==> src/rtl/mux8t1_32_if.sv <==
//------------------------------------------------------------------------------
// Module : mux8t1_32_if
// Brief  : Bus bundle for the 8:1 word selector (eight data words, select, out).
// Rev    : 1.0 - initial release
//------------------------------------------------------------------------------
`default_nettype none

interface mux8t1_32_if #(
    parameter int WIDTH = 32
);
    logic [WIDTH-1:0] I0;
    logic [WIDTH-1:0] I1;
    logic [WIDTH-1:0] I2;
    logic [WIDTH-1:0] I3;
    logic [WIDTH-1:0] I4;
    logic [WIDTH-1:0] I5;
    logic [WIDTH-1:0] I6;
    logic [WIDTH-1:0] I7;
    logic [2:0]       s;
    logic [WIDTH-1:0] o;

    modport master (
        output I0, I1, I2, I3, I4, I5, I6, I7, s,
        input  o
    );

    modport slave (
        input  I0, I1, I2, I3, I4, I5, I6, I7, s,
        output o
    );
endinterface

`default_nettype wire

==> src/rtl/mux8t1_32.sv <==
//------------------------------------------------------------------------------
// Module : mux8t1_32
// Brief  : Eight-way word selector with a single registered output stage.
// Rev    : 1.0 - initial release
//------------------------------------------------------------------------------
`default_nettype none

module mux8t1_32 #(
    parameter int WIDTH = 32
) (
    input  wire logic    clk,
    input  wire logic    rst,
    mux8t1_32_if.slave   bus
);

    logic [WIDTH-1:0] w_sel_word;
    logic [WIDTH-1:0] r_o;

    // All eight codes are decoded explicitly, so there is no fall-through value.
    always_comb begin
        w_sel_word = bus.I0;
        case (bus.s)
            3'd0: w_sel_word = bus.I0;
            3'd1: w_sel_word = bus.I1;
            3'd2: w_sel_word = bus.I2;
            3'd3: w_sel_word = bus.I3;
            3'd4: w_sel_word = bus.I4;
            3'd5: w_sel_word = bus.I5;
            3'd6: w_sel_word = bus.I6;
            3'd7: w_sel_word = bus.I7;
        endcase
    end

    always_ff @(posedge clk) begin
        if (rst) begin
            r_o <= {WIDTH{1'b0}};
        end else begin
            r_o <= w_sel_word;
        end
    end

    assign bus.o = r_o;

endmodule

`default_nettype wire

==> src/flat_wrapper.sv <==
// flat-port wrapper written by rule: the top's interface ports become plain ports
module mux8t1_32_flat 
#(
    parameter int WIDTH = 32
)
  (clk, rst, bus_I0, bus_I1, bus_I2, bus_I3, bus_I4, bus_I5, bus_I6, bus_I7, bus_s, bus_o);
  mux8t1_32_if #(.WIDTH(WIDTH)) bus_i ();
  input  wire logic clk;
  input  wire logic rst;
  input wire logic [$bits(bus_i.I0)-1:0] bus_I0;
  input wire logic [$bits(bus_i.I1)-1:0] bus_I1;
  input wire logic [$bits(bus_i.I2)-1:0] bus_I2;
  input wire logic [$bits(bus_i.I3)-1:0] bus_I3;
  input wire logic [$bits(bus_i.I4)-1:0] bus_I4;
  input wire logic [$bits(bus_i.I5)-1:0] bus_I5;
  input wire logic [$bits(bus_i.I6)-1:0] bus_I6;
  input wire logic [$bits(bus_i.I7)-1:0] bus_I7;
  input wire logic [$bits(bus_i.s)-1:0] bus_s;
  output wire logic [$bits(bus_i.o)-1:0] bus_o;
  assign bus_i.I0 = bus_I0;
  assign bus_i.I1 = bus_I1;
  assign bus_i.I2 = bus_I2;
  assign bus_i.I3 = bus_I3;
  assign bus_i.I4 = bus_I4;
  assign bus_i.I5 = bus_I5;
  assign bus_i.I6 = bus_I6;
  assign bus_i.I7 = bus_I7;
  assign bus_i.s = bus_s;
  assign bus_o = bus_i.o;
  mux8t1_32 #(.WIDTH(WIDTH)) u_core (.clk(clk), .rst(rst), .bus(bus_i));
endmodule
==> config.mk <==
export PLATFORM = sky130hd
export DESIGN_NAME = mux8t1_32_flat
export DESIGN_NICKNAME = d
export VERILOG_FILES = /design/src/rtl/mux8t1_32_if.sv /design/src/rtl/mux8t1_32.sv /design/src/flat_wrapper.sv
export SDC_FILE = /design/constraint.sdc
export NUM_CORES = 1
export LEC_CHECK = 0
export ABC_AREA = 1
export CORE_ASPECT_RATIO = 0.5
export CORE_MARGIN = 2
export CORE_UTILIZATION = 36
export DETAILED_ROUTE_END_ITERATION = 8
export PLACE_DENSITY = 0.88
export RECOVER_POWER = 100
export SYNTH_ARGS = -nofsm -noshare
export SYNTH_HDL_FRONTEND = slang
export SYNTH_SLANG_ARGS = --single-unit
export TNS_END_PERCENT = 20
==> constraint.sdc <==
create_clock -name clk -period 2 [get_ports clk]
set_clock_uncertainty 0.1 [all_clocks]
set_input_delay 0.2 -clock clk [delete_from_list [all_inputs] [get_ports clk]]
set_output_delay 0.2 -clock clk [all_outputs]
set_load 0.005 [all_outputs]
==> impl_results.md, run 1 <==
* Placed Cells at 961
* Area contributors post-synth: nand4_1, dfxtp_1, nand2_1
* Max Cap Viol at 0
* Crit end category: flip-flop
* Combinational group share of total power at 42.8%
* Net Sw Power at 828.3 uW
* Status: finished clean
* Average size of a mapped cell at 5.942 um^2
* Core box area at 9478 um^2
* Yosys warning count at 0
* P_leak at 0.002848 uW
* CP max stage delay at 0.63 ns
* Total iterations of the first detailed-routing run at 6
* Clock network fraction of total power at 30.6%
* Mux contribution to synthesized area at 0%
* Final WL at 17860 um
* Setup ws final at 0.4348 ns
* Hold WC Path Type: in -> reg
* Layout cells sized above 1 at 3.717%
* RSZ-0062 raised after global routing: false
* CP Class: in -> reg
* Sequential power share at 26.7%
* Ys async rst share at 0%
* Fill cells at 836
* Final hold viol count at 0
* Number of port buffers at 292
* Die span in x at 144.0 um
* Vias in the first global route at 5141
* Vias per cell at 5.775
* Yosys reg bits at 32
* Critical path launch point type: input pin
* HPWL after DPL at 12250 um
* CTS H-Tree Depth at 2
* I/O pin total at 293
* Setup violators final at 0
* CTS sink count at 32
* Register area at 640.6 um^2
* CTS Hold Bufs at 0
* CP max stage cell: clkbuf_2
* Adder-cell share of the synthesized area at 0%
* Max frequency at 638.9 MHz
* P&R area growth vs syn at 84.23%
* Post-synth EDFFs at 0
* Multi-input logic area at 2425 um^2
* Max-slew violations at 0
* DIE HEIGHT at 74.02 um
* Shortest period the worst path allows at 1.565 ns
* Largest family of logic cells by synthesized area: simple AND/OR/NAND/NOR gates
* Clock tree buffer depth at 2
* RD Place Congestion at 0.9193
* Period utilization at 78.26%
* Clock transition at path regs at 0.06 ns
* Sw Share at 30.91%
* Initial core utilization at 37.24%
* Mapped cell area at 3530 um^2
* Total chip power at 2680 uW
* Post-DR wirelength/cell at 18.43 um
* P per Cell Area at 412.1 nW/um^2
* Synth unique cells at 16
* N_diodes at 0
* Critical Path RT at 2.12 ns
* Largest net degree at the start of global routing at 129
* Internal Pwr Total at 1852 uW
* Initial antenna violation count at 0
* Actual slew at the worst max-slew pin at 0.7840 ns
* Setup WS pre-CTS at 0.4763 ns
* XOR/XNOR share of the synthesized area at 0%
* Register area share after synthesis at 18.15%
* CTS Buf Count at 5
* Most numerous cell in the Yosys netlist: nand4_1
* Nets at 1094
* Area leader, netlist: nand4_1
* Iter 0 DRT Violations at 656
* Post-route insts no fill at 969
* Final ANT Viol Nets at 0
* Simple-gate share of the synthesized area at 59.62%
* Post-synthesis compound-gate area fraction at 9.075%
* CTS tree: built
* Synth top area share at 34.03%
* Root Driver: clkbuf_16
* CP Cell Sequence: clkbuf_1 -> nor2_4 -> clkbuf_2 -> nand3_1 -> nand2_1 -> nor2_1 -> a21oi_1
* Die ar. at 10660 um^2
* Syn Nets at 855
* Synth top cells by count: nand4_1, nand2_1, nor2_1
* First-pass GRT wire length at 26300 um
* DRC Markers at 0
* Via count at 5596
* Gr ovfl total at 0
* Post-Synthesis Cells at 594
* Slew HR at 47.74%
* Maximum VDD drop at 0.3968 mV
* Post-CTS setup buffers at 0
* Synth Flop Type: dfxtp_1
* GRT Util Overall at 31.32%
* Post_cts resized at 0
* # rows at 25
* Crit path max fanout at 32
* Critical Path AT at 1.68 ns
* Max reg flops at 32
* Fin Setup TNS at 0 ns
-- kinds of logic (layout without fill, tap and decap cells) --
| family | Yosys count | after routing |
|---|---|---|
| AND/OR/NAND/NOR | 418 | 418 |
| buffers and inverters | 80 | 320 |
| flip-flops | 32 | 32 |
| AO/OA/AOI/OAI | 64 | 64 |
-- power by group through the flow --
| stage | Sequential, uW | Combinational [uW] | Clock (uW) |
|---|---|---|---|
| 4_1_cts | 717 | 1150 | 817 |
| 6_report | 714 | 1150 | 819 |
| 3_3_place_gp | 729 | 1130 | 0 |
| 3_5_place_dp | 729 | 1150 | 0 |
| 5_1_grt | 719 | 1230 | 840 |
| 2_1_floorplan | 734 | 423 | 0 |
-- layout by cell type, fill, tap and decap left out --
| master | synthesis | layout |
|---|---|---|
| clkbuf_2 | 0 | 1 |
| clkbuf_16 | 0 | 5 |
| buf_4 | 23 | 11 |
| clkbuf_8 | 0 | 1 |
| nand2_1 | 128 | 128 |
| nand3_1 | 32 | 32 |
| buf_12 | 0 | 6 |
| o21ai_0 | 32 | 32 |
| clkdlybuf4s50_1 | 0 | 257 |
| dfxtp_1 | 32 | 32 |
| clkinv_2 | 0 | 2 |
| nand4_1 | 192 | 192 |
| nand2_4 | 1 | 1 |
| nor2_1 | 64 | 64 |
| a21oi_1 | 32 | 32 |
| dlygate4sd3_1 | 0 | 32 |
| inv_1 | 1 | 1 |
| inv_2 | 3 | 3 |
| nor2_4 | 1 | 1 |
| clkbuf_1 | 9 | 1 |
-- routing by layer --
layer	GRT usage, %	routed length, um	vias up
li1	-	-	2673
met1	39.31	7200	2559
met2	52.96	8507	306
met3	7.083	1477	58
met4	13.18	669	0
met5	0	0	-
-- path summary, 6_finish.rpt --
check,slack (ns),cells after the start,endpoint,start
min,0.45,3,u_core.bus.o[2],bus_I0[2]
max,0.43,7,u_core.bus.o[8],bus_s[0]
-- critical path: cells and delay by family --
| kind | cells | cell delay (ns) |
|---|---|---|
| buffers and inverters | 2 | 0.79 |
| AND/OR/NAND/NOR | 4 | 0.57 |
| AO/OA/AOI/OAI | 1 | 0.13 |
-- per-stage QoR --
step           util [%]  cell area, um^2  hold slack, ns
2_1_floorplan         -             3530          0.2917
3_3_place_gp      67.10             6360          0.7188
3_5_place_dp      67.10             6360          0.7376
4_1_cts           68.67             6509          0.4424
5_1_grt           68.61             6502          0.4593
6_report          68.61             6502          0.4454
-- area by class of cell --
type,count,area share (%)
clock buffer,6,2.136
clock inverter,2,0.1539
inverter,4,0.2309
multi-input combinational,482,37.29
sequential,32,9.852
tap,135,2.598
timing repair buffer,308,47.74
(Power assumes the default switching activity.)
==> inputs of run 2 (changes only) <==
CORE_UTILIZATION = 30   (was 36)
PLACE_DENSITY = 0.79   (was 0.88)
clock period = 1.42 ns   (was 2 ns; I/O delays follow)
==> run 2 against run 1 <==
Compared with the run above:
- final area up 3.0%
- setup slack worse by 0.39 ns
- non-clock buffer count up 8
- critical path depth down 6
- combinational power up 48%
- largest cell class unchanged
- sequential power up 41%
- global-route usage down 4.0 points
- clock power up 44%
- highest routed layer unchanged
- cell count up 3.2%
- first-iteration DRC count down 11%
- total power up 45%
==> impl_results.md, run 2 (same netlist as run 1, synthesis figures left out) <==
* P&R area growth vs syn at 89.83%
* DIE HEIGHT at 80.70 um (+9.0%)
* Min-Delay Endpoint: u_core.bus.o[19]
* Max reg flops at 32 (unchanged)
* CP max stage cell: clkdlybuf4s50_1
* Maximum VDD drop at 0.4006 mV (+0.96%)
* Largest net degree at the start of global routing at 69 (-47%)
* CTS tree: built
* Die ar. at 12700 um^2 (+19%)
* Total iterations of the first detailed-routing run at 6 (unchanged)
* CP Cell Sequence: clkdlybuf4s50_1
* Shortest period the worst path allows at 1.372 ns
* CTS Hold Bufs at 0 (unchanged)
* Critical Path AT at 1.13 ns (-0.55 ns)
* Fin area at 6700 um^2 (+3.0%)
* Critical Path RT at 1.18 ns (-0.94 ns)
* Placed inst area at 6575 um^2 (+3.4%)
* Max Cap Viol at 0 (unchanged)
* Number of port buffers at 292 (unchanged)
* CP max stage delay at 0.53 ns (-0.10 ns)
* Placed Cells at 993 (+3.3%)
* Vias in the first global route at 5241 (+1.9%)
* Max frequency at 728.9 MHz
* RSZ-0062 raised after global routing: false
* Commonest non-fill, non-tap cell in the layout: clkdlybuf4s50_1
* Gr ovfl total at 0 (unchanged)
* Crit path max fanout at 1 (-97%)
* First-pass GRT wire length at 27370 um (+4.1%)
* Slew HR at 60.84% (+13 points)
* HPWL after DPL at 13150 um (+7.4%)
* Actual slew at the worst max-slew pin at 0.5874 ns (-0.1965 ns)
* Post-DR wirelength/cell at 18.15 um (-1.5%)
* Core box area at 11220 um^2 (+18%)
* Via count at 5605 (+0.16%)
* DRC Markers at 0 (unchanged)
* Clock transition at path regs at 0.06 ns (about the same)
* CP delay by family, top: buffers and inverters
* Hold WC Path Type: in -> reg
* CTS sink count at 32 (unchanged)
* Post_cts resized at 0 (unchanged)
* Hold Path Origin: bus_I0[19]
* RD Place Congestion at 0.9156 (-0.40%)
* CP Class: reg -> out
* Root Driver: clkbuf_16
* Initial antenna violation count at 0 (unchanged)
* Crit path from: u_core.bus.o[26]
* Status: finished clean
* Hold depth at 3 (unchanged)
* Post-layout utilization of the core at 59.74% (-8.9 points)
* GRT Util Overall at 27.28% (-4.0 points)
* Commonest cells after routing, fill and taps aside: clkdlybuf4s50_1, nand4_1, nand2_1, nor2_1
* CTS Buf Count at 5 (unchanged)
* Post-CTS setup buffers at 0 (unchanged)
* Initial core utilization at 31.47% (-5.8 points)
* Final hold viol count at 0 (unchanged)
* Clock tree buffer depth at 2 (unchanged)
* P per Cell Area at 579.5 nW/um^2 (+41%)
* N_diodes at 0 (unchanged)
* CTS H-Tree Depth at 2 (unchanged)
* Setup violators final at 0 (unchanged)
* Final ANT Viol Nets at 0 (unchanged)
* I/O pin total at 293 (unchanged)
* # rows at 27 (+8.0%)
* Critical path launch point type: flip-flop
* P_leak at 0.002854 uW (+0.24%)
* Vias per cell at 5.605 (-2.9%)
* Max-slew violations at 0 (unchanged)
* Nets at 1102 (+0.73%)
* Worst hold slack at 0.3885 ns (-0.05695 ns)
* Period utilization at 96.61%
* Iter 0 DRT Violations at 587 (-11%)
* Final WL at 18150 um (+1.7%)
* Layout cells sized above 1 at 4.518% (+0.80 points)
* Die span in x at 157.4 um (+9.3%)
* Crit end category: primary output
* Post-route insts no fill at 1000 (+3.2%)
* Fin Setup TNS at 0 ns (unchanged)
* CP Buf/Inv Count at 1 (-1)
[run 2: cell count changes in the layout (fill, tap and decap cells not counted)]
| cell | before | now |
|---|---|---|
| clkbuf_4 | 0 | 1 |
| clkbuf_8 | 1 | 2 |
| buf_4 | 11 | 9 |
| dlygate4sd3_1 | 32 | 0 |
| clkinv_2 | 2 | 0 |
| buf_12 | 6 | 14 |
| buf_6 | 0 | 1 |
| clkdlybuf4s50_1 | 257 | 289 |
[run 2: per-stage QoR]
step / worst slack [ns] / total power (uW)
4_1_cts: 0.04510 / 3894
3_3_place_gp: 0.1158 / 2700
6_report: 0.04813 / 3883
2_1_floorplan: 0.3693 / 1630
5_1_grt: 0.02405 / 4069
3_5_place_dp: 0.1133 / 2707
[run 2: final cells by class]
class	instances	area (um^2)
tap	159	198.9
fill	1046	4516
timing repair buffer	316	3268
inverter	4	15.01
multi-input combinational	482	2425
clock buffer	7	152.6
sequential	32	640.6
[run 2: how the worst max path moves through the flow]
stage / cells after the start / slack (ns) / to
after global routing: 1 / 0.02 / bus_o[5]
final: 1 / 0.05 / bus_o[26]
after CTS: 1 / 0.05 / bus_o[26]
after global placement: 5 / 0.12 / u_core.bus.o[17]
after detailed placement: 7 / 0.11 / u_core.bus.o[17]
after floorplan: 7 / 0.37 / u_core.bus.o[1]
[run 2: where the power goes]
group | total [uW] | switching (uW) | internal, uW
Combinational | 1700 | 691 | 1010
Sequential | 1010 | 23.4 | 982
Clock | 1180 | 439 | 738
Total | 3880 | 1150 | 2730
[run 2: routing by layer]
metal / up-vias / share of wire, % / GRT usage (%)
li1: 2682 / - / -
met5: - / 0 / 0
met2: 323 / 49 / 47.38
met1: 2552 / 41 / 34.80
met3: 48 / 7.5 / 4.533
met4: 0 / 2.7 / 8.727
